===== src/rtl/cpstr_pkg.sv =====
// Shared SLIP symbol defaults and demux state encoding, common to the
// receive and transmit sides of the control-plane stream manager.
package cpstr_pkg;

  localparam logic [7:0] SLIP_MARK     = 8'hC0;
  localparam logic [7:0] SLIP_ESC      = 8'hDB;
  localparam logic [7:0] SLIP_ESC_MARK = 8'hDC;
  localparam logic [7:0] SLIP_ESC_ESC  = 8'hDD;

  typedef enum logic [1:0] {
    ST_HUNT  = 2'd0,
    ST_HDR   = 2'd1,
    ST_ROUTE = 2'd2
  } state_t;

endpackage


===== src/rtl/slip_unframer.sv =====
// SLIP byte decoder: flags raw MARKs, resolves escape pairs and reports
// invalid escape sequences. Only esc_pend is stored here.
module slip_unframer
  import cpstr_pkg::*;
#(
  parameter logic [7:0] MARK     = SLIP_MARK,
  parameter logic [7:0] ESC      = SLIP_ESC,
  parameter logic [7:0] ESC_MARK = SLIP_ESC_MARK,
  parameter logic [7:0] ESC_ESC  = SLIP_ESC_ESC
) (
  input  logic       clk,
  input  logic       rst,
  input  logic [7:0] data,
  input  logic       accept,
  input  logic       in_hunt,
  output logic       mark,
  output logic       dec_valid,
  output logic [7:0] dec_data,
  output logic       esc_err
);

  logic esc_pend;
  logic esc_set;

  // Classify the accepted byte; an ESC seen while hunting is just noise.
  always_comb begin
    mark      = 1'b0;
    dec_valid = 1'b0;
    dec_data  = data;
    esc_err   = 1'b0;
    esc_set   = 1'b0;
    if (accept) begin
      if (data == MARK) begin
        mark = 1'b1;
      end else if (esc_pend) begin
        if (data == ESC_MARK) begin
          dec_valid = 1'b1;
          dec_data  = MARK;
        end else if (data == ESC_ESC) begin
          dec_valid = 1'b1;
          dec_data  = ESC;
        end else begin
          esc_err = 1'b1;
        end
      end else if ((data == ESC) && !in_hunt) begin
        esc_set = 1'b1;
      end else begin
        dec_valid = 1'b1;
      end
    end else begin
      dec_valid = 1'b0;
    end
  end

  // Any accepted byte other than a fresh ESC resolves the pending escape.
  always_ff @(posedge clk or posedge rst) begin
    if (rst) begin
      esc_pend <= 1'b0;
    end else if (accept) begin
      esc_pend <= esc_set;
    end else begin
      esc_pend <= esc_pend;
    end
  end

endmodule


===== src/rtl/cpstr_mgr_rx.sv =====
// SLIP-framed stream demultiplexer: header byte selects the stream, data is
// delivered through a one-entry tagged buffer. Optional error counter under
// macro CPSTR_MGR_RX_ERRCNT_EN.
module cpstr_mgr_rx
  import cpstr_pkg::*;
#(
  parameter int         NUM_STREAMS          = 2,
  parameter logic [7:0] SLIP_SYMBOL_MARK     = SLIP_MARK,
  parameter logic [7:0] SLIP_SYMBOL_ESC      = SLIP_ESC,
  parameter logic [7:0] SLIP_SYMBOL_ESC_MARK = SLIP_ESC_MARK,
  parameter logic [7:0] SLIP_SYMBOL_ESC_ESC  = SLIP_ESC_ESC
) (
  input  logic                     clk,
  input  logic                     rst,
  input  logic [7:0]               i_data,
  input  logic                     i_valid,
  output logic                     o_ready,
  output logic [8*NUM_STREAMS-1:0] o_data,
  output logic [NUM_STREAMS-1:0]   o_valid,
  input  logic [NUM_STREAMS-1:0]   i_ready,
  output logic                     o_err,
  output logic [15:0]              o_err_cnt
);

  localparam int IDX_W = (NUM_STREAMS > 1) ? $clog2(NUM_STREAMS) : 1;

  state_t           state;
  logic [IDX_W-1:0] cur_idx;
  logic [IDX_W-1:0] buf_idx;
  logic [7:0]       buf_data;
  logic             buf_full;
  logic             accept;
  logic             pop;
  logic             mark;
  logic             dec_valid;
  logic [7:0]       dec_data;
  logic             esc_err;

  // Ready comes only from buffer registers and downstream ready, never i_data.
  assign o_ready = !rst && (!buf_full || i_ready[buf_idx]);
  assign accept  = i_valid && o_ready;
  assign pop     = buf_full && i_ready[buf_idx];

  slip_unframer #(
    .MARK     (SLIP_SYMBOL_MARK),
    .ESC      (SLIP_SYMBOL_ESC),
    .ESC_MARK (SLIP_SYMBOL_ESC_MARK),
    .ESC_ESC  (SLIP_SYMBOL_ESC_ESC)
  ) u_unframer (
    .clk       (clk),
    .rst       (rst),
    .data      (i_data),
    .accept    (accept),
    .in_hunt   (state == ST_HUNT),
    .mark      (mark),
    .dec_valid (dec_valid),
    .dec_data  (dec_data),
    .esc_err   (esc_err)
  );

  // Demux FSM and output buffer; a write always coincides with a free or popping slot.
  always_ff @(posedge clk or posedge rst) begin
    if (rst) begin
      state    <= ST_HUNT;
      cur_idx  <= '0;
      buf_idx  <= '0;
      buf_data <= 8'h00;
      buf_full <= 1'b0;
      o_err    <= 1'b0;
    end else begin
      o_err <= 1'b0;
      if (pop) begin
        buf_full <= 1'b0;
      end
      if (mark) begin
        state <= ST_HDR;
      end else if (esc_err) begin
        o_err <= 1'b1;
        state <= ST_HUNT;
      end else if (dec_valid) begin
        case (state)
          ST_HDR: begin
            if (int'(dec_data) < NUM_STREAMS) begin
              cur_idx <= dec_data[IDX_W-1:0];
              state   <= ST_ROUTE;
            end else begin
              o_err <= 1'b1;
              state <= ST_HUNT;
            end
          end
          ST_ROUTE: begin
            buf_full <= 1'b1;
            buf_idx  <= cur_idx;
            buf_data <= dec_data;
          end
          default: state <= ST_HUNT;
        endcase
      end
    end
  end

  // Only the lane matching the buffered tag is valid; data is broadcast.
  always_comb begin
    o_valid = '0;
    for (int k = 0; k < NUM_STREAMS; k++) begin
      o_valid[k] = buf_full && (buf_idx == IDX_W'(k));
    end
  end

  assign o_data = {NUM_STREAMS{buf_data}};

`ifdef CPSTR_MGR_RX_ERRCNT_EN
  logic [15:0] err_cnt;

  // Saturating count of error pulses.
  always_ff @(posedge clk or posedge rst) begin
    if (rst) begin
      err_cnt <= 16'h0000;
    end else if (o_err && (err_cnt != 16'hFFFF)) begin
      err_cnt <= err_cnt + 16'd1;
    end else begin
      err_cnt <= err_cnt;
    end
  end

  assign o_err_cnt = err_cnt;
`else
  assign o_err_cnt = 16'h0000;
`endif

endmodule


===== config.mk =====
export PLATFORM = sky130hd
export DESIGN_NAME = cpstr_mgr_rx
export DESIGN_NICKNAME = d
export VERILOG_FILES = /design/src/rtl/cpstr_pkg.sv /design/src/rtl/slip_unframer.sv /design/src/rtl/cpstr_mgr_rx.sv
export SDC_FILE = /design/constraint.sdc
export NUM_CORES = 1
export LEC_CHECK = 0
export CAP_MARGIN = 20
export CORE_UTILIZATION = 43
export DETAILED_ROUTE_END_ITERATION = 7
export GPL_TIMING_DRIVEN = 1
export PLACE_DENSITY_LB_ADDON = 0.08
export SYNTH_ARGS = -nofsm -noshare
export SYNTH_HDL_FRONTEND = slang
export SYNTH_SLANG_ARGS = --single-unit

===== constraint.sdc =====
create_clock -name clk -period 2.6 [get_ports clk]
set_input_delay 0.26 -clock clk [delete_from_list [all_inputs] [get_ports clk]]
set_output_delay 0.26 -clock clk [all_outputs]
set_load 0.05 [all_outputs]

==> impl_metrics.ini <==
[run_status]
outcome = finished clean

[clocking]
postCtsSetupRepairBufs = 0
cts-buffers-inserted = 3
cts_resized = 0
path_clk_slew_ps = 90
cts_hold_buf = 0
cts_root_buf = clkbuf_4
cts_tree = done
htree_levels = 1
clock_path_buffers = 2
cts.sinks = 15
clock_latency_ps = 280

[routing]
firstDrtPassIters = 6
via_count = 759
drtAntennaViolNets = 0
wl_per_cell_um = 12.4
routed_via_density = 4.90
drt-total-wl_um = 1920
drc_errors = 0
drt_iter0_markers = 15

[floorplan]
floorplan.die.width_um = 50.1
rows = 17
coreArea_sq_mm = 0.00219
die_area_sq_mm = 0.00251
start_util = 0.454
die_height_um = 50.1
io_pins = 49

[global_route]
grt_pass1_wl_um = 3240
antenna_found_initial = 0
grt_usage = 0.175
grt_max_degree = 16
grt_overflow = 0
grt_pass1_vias = 729

[worst_setup_path]
rrSetupSlack_ps = 790
regToRegEndpoint = buf_data[4]
critical_path_arrival_ps = 2260
cp_cell_sequence = clkdlybuf4s50_1 > nand4b_2 > or4_1 > nand4_4 > mux2_1
rr_worst_depth = 4
worstReg2RegStart = u_unframer.esc_pend
cp_slowest_cell = or4_1
required_ps = 2770
critPathMaxStageDelay_ps = 660
end_kind = register
crit_buf_inv = 1
critical_path_class = in2reg
critPathTopFamily = simple AND/OR/NAND/NOR gates
crit_path_max_fanout = 10
critPathLaunchType = input port

[timing]
relSlewSlack = 0.614
fin_worst_skew_ps = 4.47
rsz0062_at_grt = false
period_share = 0.805
setup_tns_ps = 0
worst_slew_pin_slew_ps = 578
timing.fmax_mhz = 478
drv_slew = 0
setup_viol = 0
finalCriticalPeriod_ps = 2090
finalHoldViolCount = 0

[layout]
nNetsFinal = 141
drive_above_1_share = 0.0709
area_growth_pct = 25.8
fillCellCount = 200
design_area_sq_mm = 0.00125
diodes = 0

[synthesis]
seq_area_frac_synth = 0.377
yosys_warnings = 0
ys_types = 32
ys.flop_type = dfrtp_1
syn-cell-area_sq_um = 995
syn_inst = 101
ys_ff_latch = 15
synth_top_area_cell = dfrtp_1
synth_top_cell_area_share = 0.377
synth_common_cells = buf_4 (24), dfrtp_1 (15), mux2_1 (9)
synth_edf_count = 0
synth.most_common_cell = buf_4
syn_area_per_cell_sq_um = 9.85
netlist_top_cells_area = dfrtp_1 (38%), buf_4 (18%), mux2_1 (10%), nand2b_1 (2.5%), nand2_1 (2.3%)
synthArstFlopShare = 1.00

[placement]
place.gp.congestion = 0.776
postPlaceCellArea_sq_mm = 0.00122
place.detailed.hpwl_um = 1480
io_buffers = 32

[power]
p_leak_nw = 0.544
vdd_ir_drop_max_uv = 486
power.density_mw_per_mm2 = 722

[worst_hold_path]
hold_class = in2async

[job]
drv_cap = 0
==> layout by cell type, fill, tap and decap left out, types with 3 or more instances in the layout <==
cell             netlist  layout
clkdlybuf4s50_1        0      32
conb_1                 1      16
dfrtp_1               15      15
mux2_1                 9       9
nand2_1                6       6
inv_1                  5       5
nand2b_1               4       4
a21oi_1                4       4
nor2_1                 3       3
and2_1                 3       3
nor3_1                 3       3
clkbuf_4               0       3
==> cell type report <==
cell class | count | area [sq um] | area share
clock buffer | 4 | 26.3 | 0.0210
inverter | 5 | 18.8 | 0.0150
multi-input combinational | 70 | 468 | 0.374
sequential | 15 | 375 | 0.300
tap | 28 | 35.0 | 0.0280
timing repair buffer | 33 | 328 | 0.262
==> power by group <==
part / internal [mW] / switching, mW
registers: 0.265 / 0.0226
logic: 0.146 / 0.337
clock network: 0.0594 / 0.0726
total: 0.470 / 0.432
==> state kept, by name (all words and copies together) (netlist names) <==
register / cells
buf_data: 8
buf_full: 1
buf_idx: 1
cur_idx: 1
o_err: 1
state: 2
u_unframer.esc_pend: 1
==> kinds of logic after synthesis <==
group,synth area share
buf+inv,0.209
simple gates,0.189
flops,0.377
compound gates,0.0981
mux,0.123
other cells,0.00377
==> per-layer routing <==
layer | wire (um) | part of all wire | track usage
met1 | 819 | 0.43 | 0.209
met2 | 981 | 0.51 | 0.289
met3 | 98 | 0.051 | 0.0340
met4 | 25 | 0.013 | 0.0952
met5 | 0 | 0 | 0
==> through the flow <==
step	hold WS, ps	std cells	util	setup slack, ps	total power, mW
after floorplan	161	116	-	825	0.678
after global placement	482	151	0.559	252	0.776
after detailed placement	497	151	0.559	213	0.777
after CTS	416	155	0.571	498	0.913
after global routing	449	155	0.571	394	0.949
final	393	155	0.571	507	0.903
==> how the worst max path moves through the flow <==
| stage | start | end | slack, ps | depth (start not counted) |
|---|---|---|---|---|
| after floorplan | i_data[5] | buf_data[0] | 820 | 5 |
| after global placement | i_data[5] | buf_data[5] | 250 | 5 |
| after detailed placement | i_data[5] | buf_data[4] | 210 | 5 |
| after CTS | buf_idx | o_ready | 500 | 3 |
| after global routing | buf_idx | o_ready | 390 | 3 |
| final | i_data[5] | buf_data[4] | 510 | 5 |
Note: power is estimated with default switching activity, not from simulation.
